$ cat src/rtl/and4_bist_if.sv
// and4_bist_if
//   Bundle between the AND4 BIST sequencer, its lab controller and the gate
//   under test (GUT).
//   Signals:
//     start             lab -> ctrl  begin a sweep (honoured in IDLE/DONE only)
//     gut_f             GUT -> ctrl  output f of the gate under test
//     gut_in            ctrl -> GUT  vector {d,c,b,a}, a = bit0
//     busy              ctrl -> lab  sweep in progress
//     done              ctrl -> lab  sweep finished, results valid
//     pass              ctrl -> lab  done with zero mismatches
//     err_count         ctrl -> lab  mismatches in this sweep, 0..16
//     first_fail_valid  ctrl -> lab  at least one mismatch seen
//     first_fail_vec    ctrl -> lab  vector of the first mismatch, 0 if none
//   Modports: master = lab controller + GUT side, slave = BIST sequencer.
interface and4_bist_if;
    logic       start;
    logic       gut_f;
    logic [3:0] gut_in;
    logic       busy;
    logic       done;
    logic       pass;
    logic [4:0] err_count;
    logic       first_fail_valid;
    logic [3:0] first_fail_vec;

    modport master (
        output start,
        output gut_f,
        input  gut_in,
        input  busy,
        input  done,
        input  pass,
        input  err_count,
        input  first_fail_valid,
        input  first_fail_vec
    );

    modport slave (
        input  start,
        input  gut_f,
        output gut_in,
        output busy,
        output done,
        output pass,
        output err_count,
        output first_fail_valid,
        output first_fail_vec
    );
endinterface

$ cat src/rtl/and4_bist_ctrl.sv
// and4_bist_ctrl
//   Self-test sequencer for a single 4-input AND gate. On start it walks all
//   16 input vectors in binary order, holds each one for SETTLE_CYCLES
//   cycles, samples the gate output for one more cycle and compares it with
//   the AND of the vector. Reports pass/fail, a mismatch count and the first
//   failing vector.
//   Parameters:
//     SETTLE_CYCLES  cycles each vector is held before sampling (1..15)
//   Ports:
//     clk    system clock, rising edge
//     rst_n  asynchronous reset, active low
//     bus    and4_bist_if.slave (start/gut_f in, gut_in and results out)
module and4_bist_ctrl #(
    parameter int SETTLE_CYCLES = 2
) (
    input  logic         clk,
    input  logic         rst_n,
    and4_bist_if.slave   bus
);

    typedef enum logic [1:0] {
        S_IDLE   = 2'd0,
        S_DRIVE  = 2'd1,
        S_SAMPLE = 2'd2,
        S_DONE   = 2'd3
    } state_t;

    localparam logic [3:0] SETTLE_LAST = 4'(SETTLE_CYCLES - 1);

    state_t     state_q, state_d;
    logic [3:0] vec_q, vec_d;
    logic [3:0] settle_cnt_q, settle_cnt_d;
    logic [4:0] err_count_q, err_count_d;
    logic       first_fail_valid_q, first_fail_valid_d;
    logic [3:0] first_fail_vec_q, first_fail_vec_d;

    always_ff @(posedge clk or negedge rst_n) begin
        if (!rst_n) begin
            state_q            <= S_IDLE;
            vec_q              <= 4'd0;
            settle_cnt_q       <= 4'd0;
            err_count_q        <= 5'd0;
            first_fail_valid_q <= 1'b0;
            first_fail_vec_q   <= 4'd0;
        end else begin
            state_q            <= state_d;
            vec_q              <= vec_d;
            settle_cnt_q       <= settle_cnt_d;
            err_count_q        <= err_count_d;
            first_fail_valid_q <= first_fail_valid_d;
            first_fail_vec_q   <= first_fail_vec_d;
        end
    end

    always_comb begin
        state_d            = state_q;
        vec_d              = vec_q;
        settle_cnt_d       = settle_cnt_q;
        err_count_d        = err_count_q;
        first_fail_valid_d = first_fail_valid_q;
        first_fail_vec_d   = first_fail_vec_q;

        case (state_q)
            S_IDLE, S_DONE: begin
                if (bus.start) begin
                    state_d            = S_DRIVE;
                    vec_d              = 4'd0;
                    settle_cnt_d       = 4'd0;
                    err_count_d        = 5'd0;
                    first_fail_valid_d = 1'b0;
                    first_fail_vec_d   = 4'd0;
                end
            end
            S_DRIVE: begin
                settle_cnt_d = settle_cnt_q + 4'd1;
                if (settle_cnt_q == SETTLE_LAST) begin
                    state_d = S_SAMPLE;
                end
            end
            S_SAMPLE: begin
                if (bus.gut_f != (&vec_q)) begin
                    err_count_d = err_count_q + 5'd1;
                    if (!first_fail_valid_q) begin
                        first_fail_valid_d = 1'b1;
                        first_fail_vec_d   = vec_q;
                    end
                end
                // Last vector ends the sweep; vec stays at 15 so the GUT
                // keeps seeing the final vector while results are read.
                if (vec_q == 4'hF) begin
                    state_d = S_DONE;
                end else begin
                    vec_d        = vec_q + 4'd1;
                    settle_cnt_d = 4'd0;
                    state_d      = S_DRIVE;
                end
            end
            default: begin
                state_d = S_IDLE;
            end
        endcase
    end

    // gut_in is the vector register itself: 0 after reset, current vector
    // throughout DRIVE/SAMPLE, 4'hF once a sweep has finished.
    assign bus.gut_in           = vec_q;
    assign bus.busy             = (state_q == S_DRIVE) || (state_q == S_SAMPLE);
    assign bus.done             = (state_q == S_DONE);
    assign bus.pass             = (state_q == S_DONE) && (err_count_q == 5'd0);
    assign bus.err_count        = err_count_q;
    assign bus.first_fail_valid = first_fail_valid_q;
    assign bus.first_fail_vec   = first_fail_vec_q;

endmodule
$ cat src/flat_wrapper.sv
// flat-port wrapper written by rule: the top's interface ports become plain ports
module and4_bist_ctrl_flat 
#(
    parameter int SETTLE_CYCLES = 2
)
  (clk, rst_n, bus_start, bus_gut_f, bus_gut_in, bus_busy, bus_done, bus_pass, bus_err_count, bus_first_fail_valid, bus_first_fail_vec);
  and4_bist_if bus_i ();
  input  logic clk;
  input  logic rst_n;
  input wire logic [$bits(bus_i.start)-1:0] bus_start;
  input wire logic [$bits(bus_i.gut_f)-1:0] bus_gut_f;
  output wire logic [$bits(bus_i.gut_in)-1:0] bus_gut_in;
  output wire logic [$bits(bus_i.busy)-1:0] bus_busy;
  output wire logic [$bits(bus_i.done)-1:0] bus_done;
  output wire logic [$bits(bus_i.pass)-1:0] bus_pass;
  output wire logic [$bits(bus_i.err_count)-1:0] bus_err_count;
  output wire logic [$bits(bus_i.first_fail_valid)-1:0] bus_first_fail_valid;
  output wire logic [$bits(bus_i.first_fail_vec)-1:0] bus_first_fail_vec;
  assign bus_i.start = bus_start;
  assign bus_i.gut_f = bus_gut_f;
  assign bus_gut_in = bus_i.gut_in;
  assign bus_busy = bus_i.busy;
  assign bus_done = bus_i.done;
  assign bus_pass = bus_i.pass;
  assign bus_err_count = bus_i.err_count;
  assign bus_first_fail_valid = bus_i.first_fail_valid;
  assign bus_first_fail_vec = bus_i.first_fail_vec;
  and4_bist_ctrl #(.SETTLE_CYCLES(SETTLE_CYCLES)) u_core (.clk(clk), .rst_n(rst_n), .bus(bus_i));
endmodule
$ cat config.mk
export PLATFORM = sky130hd
export DESIGN_NAME = and4_bist_ctrl_flat
export DESIGN_NICKNAME = d
export VERILOG_FILES = /design/src/rtl/and4_bist_if.sv /design/src/rtl/and4_bist_ctrl.sv /design/src/flat_wrapper.sv
export SDC_FILE = /design/constraint.sdc
export NUM_CORES = 1
export LEC_CHECK = 0
export BUFFER_PORTS_ARGS = -buffer_cell sky130_fd_sc_hd__buf_2
export CORE_MARGIN = 1.5
export CORE_UTILIZATION = 40
export DETAILED_ROUTE_END_ITERATION = 8
export PLACE_DENSITY_LB_ADDON = 0.1
export REMOVE_ABC_BUFFERS = 1
export SYNTH_ARGS = -nofsm -noshare
export SYNTH_HDL_FRONTEND = slang
export SYNTH_SLANG_ARGS = --single-unit
$ cat constraint.sdc
create_clock -name clk -period 1.8 [get_ports clk]
set_clock_uncertainty 0.05 [all_clocks]
set_input_delay 0.09 -clock clk [delete_from_list [all_inputs] [get_ports clk]]
set_output_delay 0.09 -clock clk [all_outputs]
set_load 0.005 [all_outputs]
==> results.py, run 1 <==
metrics = {
    "global_route": {
        "grt_pass1_wl_mm": 4.671,
        "grtUsageTotal_pct": 17.51,
        "busiest_layer": "met2",
        "use_met3_pct": 2.232,
        "grt_pass1_vias": 1070,
        "grt_max_degree": 24,
        "antenna_found_initial": 0,
        "use_met2_pct": 28.90,
        "use_met1_pct": 24.22,
        "gr-total-overflow": 0,
    },
    "die": {
        "die_h_um": 57.69,
        "fp.coreArea_um2": 2805,
        "start_util_pct": 42.64,
        "dieArea_um2": 3328,
        "boundaryPins": 21,
        "num_rows": 19,
        "fp.dieW_um": 57.69,
    },
    "worst_setup_path": {
        "cp.required_ps": 1980,
        "reg2reg_slack_ps": 70,
        "start_kind": "flop",
        "crit_arrival_ps": 1910,
        "cp_max_fo": 5,
        "endpoint_kind": "flop",
        "worstSetupPathType": "flop to flop",
    },
    "synthesis": {
        "synth.distinct_cells": 35,
        "synth_edf_count": 0,
        "synth.top_cell.area_share_pct": 41.84,
        "synthesis.area_um2": 1196,
        "ys_seq_area_share_pct": 41.84,
        "yosysWarnings": 0,
        "syn_area_per_cell_um2": 9.345,
        "synth.largest_area_cell": "dfrtp_1",
        "netlist_instances": 128,
        "synthArstFlopShare_pct": 100.0,
        "synth-seq-cells": 20,
        "ys.flop_type": "dfrtp_1",
        "synth_area_leaders": "dfrtp_1, ha_1, nand2_1, o211ai_1, mux2_2",
    },
    "clock_tree": {
        "clock_sinks": 20,
        "path_clk_slew_ps": 120,
        "h-tree-depth": 1,
        "clockBufferDepth": 2,
        "cts_made_buffers": 3,
        "cts_tree": "yes",
        "root_buffer": "clkbuf_4",
        "clock_latency_ps": 300,
        "postCtsSetupRepairBufs": 0,
    },
    "drt": {
        "via_count": 1057,
        "drt_iter0_drc": 45,
        "drt-pass1-iter-count": 6,
        "drt_wl_total_mm": 2.632,
        "wl_per_cell_um": 13.50,
        "drc": 6,
        "viasPerCell": 5.421,
        "antenna_left": 0,
    },
    "flow_run": {
        "cap_violations": 0,
    },
    "placement": {
        "dpl.cell_count": 190,
        "dp_slack_ps": -19.42,
        "dp_hpwl_mm": 1.914,
        "postPlaceCellArea_um2": 1431,
        "portBuffers": 20,
        "routabilityCongestion": 0.7682,
    },
    "power_and_ir_drop": {
        "leakagePower_nw": 0.7360,
        "p_int_mw": 1.117,
        "p_seq_share_pct": 32.2,
        "switching_share_pct": 39.31,
        "ir_drop_mv": 0.8464,
        "pwr-share-clk_pct": 14.2,
        "comb_power_share_pct": 53.6,
        "p_per_area_nw_per_um2": 1219,
        "p_sw_mw": 0.7235,
    },
    "run_status": {
        "violations": "design-rule violations",
        "status": "complete, but fails checks",
    },
    "timing": {
        "fmax_mhz": 579.5,
        "maxSlewViolCount": 0,
        "slew_headroom_pct": 68.35,
        "fin_crit_sh_pct": 95.87,
        "setup_ws_ps": 74.39,
        "period_minus_slack_ps": 1726,
        "hold_viol": 0,
        "tightestPinTransition_ps": 474.7,
        "final-setup-viol-count": 0,
    },
    "finish": {
        "final_cell_area_um2": 1510,
        "final_cells": 195,
        "drive_above_1_share_pct": 32.32,
        "antenna_cells": 0,
        "post-route-util_pct": 53.84,
        "nets": 178,
        "layout_common_cells": "buf_2, dfrtp_1, nand2_1, buf_4, nor2_1",
        "syn2layout_area_growth_pct": 26.26,
    },
    "hold_path": {
        "hold_path.class": "primary input to asynchronous set/reset pin",
    },
}
-- stage by stage --
step                      hold slack (ps)  power (mW)  setup TNS [ps]
after global placement              25.45       1.499               0
after floorplan                    -255.6       1.132          -298.4
after global routing                259.8       2.003          -7.717
after detailed placement            29.20       1.527          -19.57
final                               214.4       1.840               0
after CTS                           229.5       1.815               0
-- final timing paths --
kind	start	to	cells past startpoint
min	rst_n	u_core.bus.err_count[3]	2
max reg2reg	u_core.state_q[0]	u_core.settle_cnt_q[3]	6
min in group clk	bus_gut_f	u_core.bus.err_count[1]	4
max in group asynchronous	rst_n	u_core.settle_cnt_q[1]	2
min reg2reg	u_core.bus.first_fail_vec[1]	u_core.bus.first_fail_vec[1]	2
max	u_core.state_q[0]	u_core.settle_cnt_q[3]	6
-- power by group through the flow --
stage | clock network, mW | registers (mW) | logic, mW
finish | 0.262 | 0.592 | 0.986
global placement | 0 | 0.591 | 0.908
CTS | 0.274 | 0.586 | 0.955
detailed placement | 0 | 0.596 | 0.931
floorplan | 0 | 0.604 | 0.529
global route | 0.286 | 0.604 | 1.11
-- cell families (layout without fill, tap and decap cells) --
group / after synthesis / after routing / synth area share (%)
buffers and inverters: 12 / 48 / 4.497
XOR/XNOR: 2 / 2 / 1.465
flip-flops: 20 / 20 / 41.84
adder cells (fa/ha/maj): 9 / 9 / 9.414
multiplexers: 4 / 4 / 3.661
AO/OA/AOI/OAI: 29 / 29 / 17.26
AND/OR/NAND/NOR: 52 / 52 / 21.86
-- worst max-delay path: stages, from the launching register on --
cell	delay, ps
dfrtp_1	410
inv_2	90
ha_4	200
nor2b_4	140
a21o_4	180
or4b_1	500
nand3_1	90
-- metal layers --
metal | up-vias | share of wire [%] | routed length [um]
met4 | 0 | 0.61 | 16
met2 | 14 | 48 | 1269
li1 | 532 | - | -
met3 | 2 | 2.3 | 61
met5 | - | 0 | 0
met1 | 509 | 49 | 1284
-- registers in the layout, summed over array words and instances (netlist names) --
name / count
u_core.bus.err_count: 5
u_core.bus.first_fail_vec: 4
u_core.bus.gut_in: 4
u_core.settle_cnt_q: 4
u_core.state_q: 2
u_core.bus.first_fail_valid: 1
-- cell type report --
cell class / instances / area [um^2]
Clock buffer: 4 / 36.28
Fill cell: 263 / 1295
Inverter: 6 / 22.52
Multi-Input combinational cell: 96 / 674.4
Sequential cell: 20 / 500.5
Tap cell: 31 / 38.79
Timing Repair Buffer: 38 / 237.7
-- synth_stat cells (all sizes together) (2+ instances only) --
cell type,n
dfrtp,20
nand2,18
ha,9
nor2,8
a21oi,6
inv,6
nand3,6
o211ai,6
nand4,5
o21ai,5
clkbuf,4
a22o,3
mux2,3
nand2b,3
nor3,3
buf,2
nand3b,2
nor2b,2
o311ai,2
-- timing repair --
action	CTS	global route
hold buffers	1	0
endpoints found under the setup margin	2	11
endpoints found under the hold margin	20	0
gates resized for setup	4	7
No activity file was read; power rests on OpenSTA's default activity.
==> run 2, diff against run 1 <==
- clock period: 1.8 -> 1.6 ns (I/O delays scaled with it)
==> run 2 against run 1 <==
The run ends with design-rule violations, negative setup slack left. Final area is 7.7% higher. Critical path depth unchanged. Worst hold slack got worse by 17 ps. Global-route usage is 0.61 points higher. First-iteration DRC count decreased by 47%. Routed wire length up 3.2%. Clock-buffer cell count fell by 1. Via count grew 2.3%. Sequential power is 13% higher. Clock power fell by 5%. Utilization grew 4.1 points. Total power increased by 25%. Critical endpoint unchanged.
==> results.py, run 2 (synthesis gave the netlist of run 1 again) <==
metrics = {
    "clock_tree": {
        "cts_made_buffers": 3,
        "clock_latency_ps": 300,
        "h-tree-depth": 1,
        "path_clk_slew_ps": 120,
        "cts_tree": "yes",
        "clock_sinks": 20,
        "clockBufferDepth": 2,
        "root_buffer": "clkbuf_4",
    },
    "timing": {
        "hold_viol": 0,
        "final-setup-viol-count": 2,
        "setup_ws_ps": -36.89,
        "fin_crit_sh_pct": 102.3,
        "fmax_mhz": 610.9,
        "slew_headroom_pct": 68.23,
        "rsz0062_at_grt": "true",
        "tightestPinTransition_ps": 476.6,
        "period_minus_slack_ps": 1637,
        "maxSlewViolCount": 0,
        "finalSetupTns_ps": -41.97,
    },
    "run_status": {
        "violations": "design-rule violations, negative setup slack",
        "status": "complete, but fails checks",
    },
    "drt": {
        "drt-pass1-iter-count": 6,
        "wl_met3_um": 64,
        "wl_met1_mm": 1.292,
        "drt_iter0_drc": 24,
        "wl_met2_mm": 1.321,
        "antenna_left": 0,
        "viasPerCell": 5.351,
        "dr.max_layer_used": "met4",
        "wl_per_cell_um": 13.45,
        "drc": 6,
        "drt_wl_total_mm": 2.716,
        "via_count": 1081,
    },
    "finish": {
        "final_common_cell": "buf_4",
        "final_cells": 202,
        "nets": 186,
        "fill_cells": 264,
        "largest_register_ffs": 5,
        "syn2layout_area_growth_pct": 35.98,
        "register_area_um2": 500.5,
        "drive_above_1_share_pct": 40.94,
        "layout_common_cells": "buf_4, buf_2, dfrtp_1, nand2_1",
        "post-route-util_pct": 57.98,
        "antenna_cells": 0,
        "multi_input_area_um2": 733.2,
    },
    "placement": {
        "dpl.cell_count": 194,
        "portBuffers": 20,
        "dp_hpwl_mm": 1.884,
        "routabilityCongestion": 0.7536,
    },
    "power_and_ir_drop": {
        "leakagePower_nw": 0.7846,
        "p_per_area_nw_per_um2": 1413,
        "ir_drop_mv": 0.9731,
    },
    "die": {
        "fp.dieW_um": 57.69,
        "dieArea_um2": 3328,
        "num_rows": 19,
        "die_h_um": 57.69,
        "boundaryPins": 21,
        "start_util_pct": 42.64,
        "fp.coreArea_um2": 2805,
    },
    "worst_setup_path": {
        "cp_slowest_cell": "or4b_1",
        "cp_max_fo": 5,
        "reg2reg_from": "u_core.state_q[0]",
        "start_kind": "flop",
        "cp_cell_sequence": "inv_2, ha_4, nor2b_4, a21o_4, or4b_1, nand3_1",
        "r2r_cells": 6,
        "crit_arrival_ps": 1830,
        "worstSetupPathType": "flop to flop",
        "cp.required_ps": 1800,
        "endpoint_kind": "flop",
        "slowest_delay_ps": 460,
        "startpoint": "u_core.state_q[0]",
    },
    "flow_run": {
        "cap_violations": 0,
    },
    "hold_path": {
        "hold_path.class": "primary input to asynchronous set/reset pin",
    },
    "global_route": {
        "grtUsageTotal_pct": 18.13,
        "grt_pass1_vias": 1018,
        "grt_max_degree": 24,
        "grt_pass1_wl_mm": 4.657,
        "antenna_found_initial": 0,
        "gr-total-overflow": 0,
    },
}
run 2: cell types whose count changed in the layout (fill, tap and decap cells not counted), sizes merged:
cell    change
buf         +8
clkbuf      -1
run 2: per-stage QoR:
| step | setup slack [ps] | power, mW | hold slack, ps | cell area [um^2] |
|---|---|---|---|---|
| final | -36.89 | 2.299 | 196.9 | 1627 |
| after global routing | -88.13 | 2.498 | 227.1 | 1627 |
| after CTS | -86.80 | 2.133 | 214.9 | 1538 |
| after detailed placement | -208.5 | 1.797 | 15.92 | 1461 |
| after global placement | -143.1 | 1.769 | 15.92 | 1461 |
| after floorplan | -276.8 | 1.274 | -265.6 | 1165 |
run 2: final cells by class:
class,count,area share [%]
Timing Repair Buffer,46,19.00
Multi-Input combinational cell,96,45.08
Tap cell,31,2.385
Sequential cell,20,30.77
Inverter,6,1.385
Clock buffer,3,1.385
run 2: report_power, final:
| part | total (mW) | switching [mW] | leakage [nW] | internal (mW) |
|---|---|---|---|---|
| clock network | 0.249 | 0.161 | 0.0138 | 0.0878 |
| logic | 1.38 | 0.656 | 0.499 | 0.726 |
| registers | 0.668 | 0.0784 | 0.272 | 0.589 |
| total | 2.30 | 0.896 | 0.785 | 1.40 |
run 2: what timing repair did:
| action | 4_1_cts | 5_1_grt |
|---|---|---|
| resized for setup | 12 | 17 |
| pin swaps | 8 | 8 |
| endpoints found under the setup margin | 17 | 18 |
| endpoints found under the hold margin | 20 | 0 |
| gates cloned | 0 | 1 |
| setup buffers | 1 | 2 |
| hold buffers | 1 | 0 |
run 2: routing by layer:
| metal | GRT usage [%] | vias to the layer above |
|---|---|---|
| li1 | - | 547 |
| met1 | 23.56 | 514 |
| met2 | 30.52 | 15 |
| met3 | 2.679 | 5 |
| met4 | 6.977 | 0 |
| met5 | 0 | - |
run 2: final timing paths:
| kind | to | slack, ps |
|---|---|---|
| max | u_core.settle_cnt_q[3] | -40 |
| min | u_core.bus.err_count[3] | 200 |
| max reg2reg | u_core.settle_cnt_q[3] | -40 |
| min reg2reg | u_core.bus.first_fail_vec[0] | 490 |
| max in group asynchronous | u_core.settle_cnt_q[3] | 980 |
| min in group clk | u_core.state_q[1] | 210 |
run 2: worst max-delay path, delay by kind of cell (launching register included):
family / cells / cell delay (ps)
AO/OA/AOI/OAI: 1 / 180
adder cells (fa/ha/maj): 1 / 190
buffers and inverters: 1 / 70
flip-flops: 1 / 410
AND/OR/NAND/NOR: 3 / 680
==> run 3, diff against run 2 <==
- SKIP_LAST_GASP: default -> 1
==> run 3 against run 2 <==
The run still ends with design-rule violations, negative setup slack left. Register-to-register slack about the same. Final cell count did not move. Combinational power barely moved. Global-route usage is essentially flat. Flip-flop and latch count unchanged. Utilization down 0.85 points. First-iteration DRC count grew 63%. Largest cell class unchanged. Largest power group unchanged. Highest routed layer unchanged.
==> results.py, run 3 (synthesis gave the netlist of run 1 again) <==
metrics = {
    "worst_setup_path": {
        "cp_max_fo": 5,
        "cp_slowest_cell": "or4b_1",
        "crit_arrival_ps": 1830,
        "endpoint_kind": "flop",
        "start_kind": "flop",
        "worstSetupPathType": "flop to flop",
        "slowest_delay_ps": 460,
        "cp.required_ps": 1800,
        "cp_cell_sequence": "ha_4, nor2b_4, a21o_4, or4b_1, nand3_1",
    },
    "timing": {
        "rsz0062_at_grt": "true",
        "setup_ws_ps": -33.84,
        "fin_crit_sh_pct": 102.1,
        "slew_headroom_pct": 68.66,
        "period_minus_slack_ps": 1634,
        "hold_ws_ps": 196.2,
        "final-setup-viol-count": 1,
        "finalSetupTns_ps": -33.84,
        "maxSlewViolCount": 0,
        "fmax_mhz": 612.1,
        "tightestPinTransition_ps": 470.2,
        "hold_viol": 0,
    },
    "placement": {
        "dp_hpwl_mm": 1.884,
        "portBuffers": 20,
        "routabilityCongestion": 0.7536,
        "dp_slack_ps": -208.5,
    },
    "clock_tree": {
        "cts_made_buffers": 3,
        "root_buffer": "clkbuf_4",
        "clock_sinks": 20,
        "cts_tree": "yes",
        "path_clk_slew_ps": 110,
        "h-tree-depth": 1,
        "clock_latency_ps": 300,
        "clockBufferDepth": 2,
    },
    "drt": {
        "drt_iter0_drc": 39,
        "drt_wl_total_mm": 2.697,
        "via_count": 1066,
        "viasPerCell": 5.277,
        "drc": 6,
        "antenna_left": 0,
        "wl_per_cell_um": 13.35,
        "drt-pass1-iter-count": 6,
    },
    "die": {
        "start_util_pct": 42.64,
        "dieArea_um2": 3328,
        "fp.coreArea_um2": 2805,
        "die_h_um": 57.69,
        "boundaryPins": 21,
        "num_rows": 19,
        "fp.dieW_um": 57.69,
    },
    "global_route": {
        "grt_pass1_vias": 1020,
        "antenna_found_initial": 0,
        "grtUsageTotal_pct": 18.17,
        "grt_max_degree": 24,
        "grt_pass1_wl_mm": 4.671,
        "gr-total-overflow": 0,
    },
    "run_status": {
        "status": "complete, but fails checks",
        "violations": "design-rule violations, negative setup slack",
    },
    "finish": {
        "largest_register_ffs": 5,
        "syn2layout_area_growth_pct": 34.00,
        "fill_cells": 271,
        "post-route-util_pct": 57.14,
        "final_common_cell": "buf_4",
        "layout_common_cells": "buf_4, buf_2, dfrtp_1, nand2_1, nor2_1",
        "nets": 186,
        "antenna_cells": 0,
        "drive_above_1_share_pct": 38.60,
    },
    "power_and_ir_drop": {
        "p_per_area_nw_per_um2": 1414,
        "leakagePower_nw": 0.7771,
        "ir_drop_mv": 0.9769,
        "total_power_mw": 2.266,
    },
    "hold_path": {
        "hold_path.class": "primary input to asynchronous set/reset pin",
    },
    "flow_run": {
        "cap_violations": 0,
    },
}
==> run 3: layout make-up <==
class                           count  area (um^2)  share of cell area (%)
Clock buffer                        3        22.52                   1.405
Inverter                            6        22.52                   1.405
Multi-Input combinational cell     96        713.2                   44.50
Sequential cell                    20        500.5                   31.23
Tap cell                           31        38.79                   2.420
Timing Repair Buffer               46        305.3                   19.05
==> run 3: worst max-delay path, delay by kind of cell (launching register included) <==
kind	cells	cell delay, ps
AND/OR/NAND/NOR	3	680
adder cells (fa/ha/maj)	1	250
AO/OA/AOI/OAI	1	180
flip-flops	1	430
==> run 3: final timing paths <==
path | from | end | slack (ps) | depth (start not counted)
setup / recovery | u_core.state_q[1] | u_core.settle_cnt_q[3] | -30 | 5
hold / removal | rst_n | u_core.bus.err_count[3] | 200 | 2
setup reg to reg | u_core.state_q[1] | u_core.settle_cnt_q[3] | -30 | 5
hold reg to reg | u_core.bus.first_fail_vec[0] | u_core.bus.first_fail_vec[0] | 490 | 2
max in group asynchronous | rst_n | u_core.bus.first_fail_vec[2] | 980 | 2
min in group clk | bus_start | u_core.state_q[1] | 210 | 4
==> run 3: stage by stage <==
stage               instances  cell area, um^2
floorplan                 122             1165
global placement          194             1461
detailed placement        194             1461
CTS                       199             1534
global route              202             1603
finish                    202             1603
==> run 3: report_power, final <==
group	internal [mW]	switching [mW]
Sequential	0.589	0.0768
Combinational	0.710	0.641
Clock	0.0878	0.160
Total	1.39	0.878
==> run 3: repair_timing <==
action                                  4_1_cts  5_1_grt
endpoints found under the setup margin       17       18
pin swaps                                     7        6
buffers inserted                              1        2
cloned                                        0        1
hold buffers                                  1        0
endpoints found under the hold margin        20        0
gates resized for setup                       9       14
==> run 3: per-layer routing <==
| layer | part of all wire [%] | track usage [%] | up-vias |
|---|---|---|---|
| met5 | 0 | 0 | - |
| met4 | 1.4 | 6.977 | 0 |
| met3 | 2.2 | 2.679 | 5 |
| met2 | 50 | 30.68 | 13 |
| met1 | 47 | 23.56 | 499 |
| li1 | - | - | 549 |
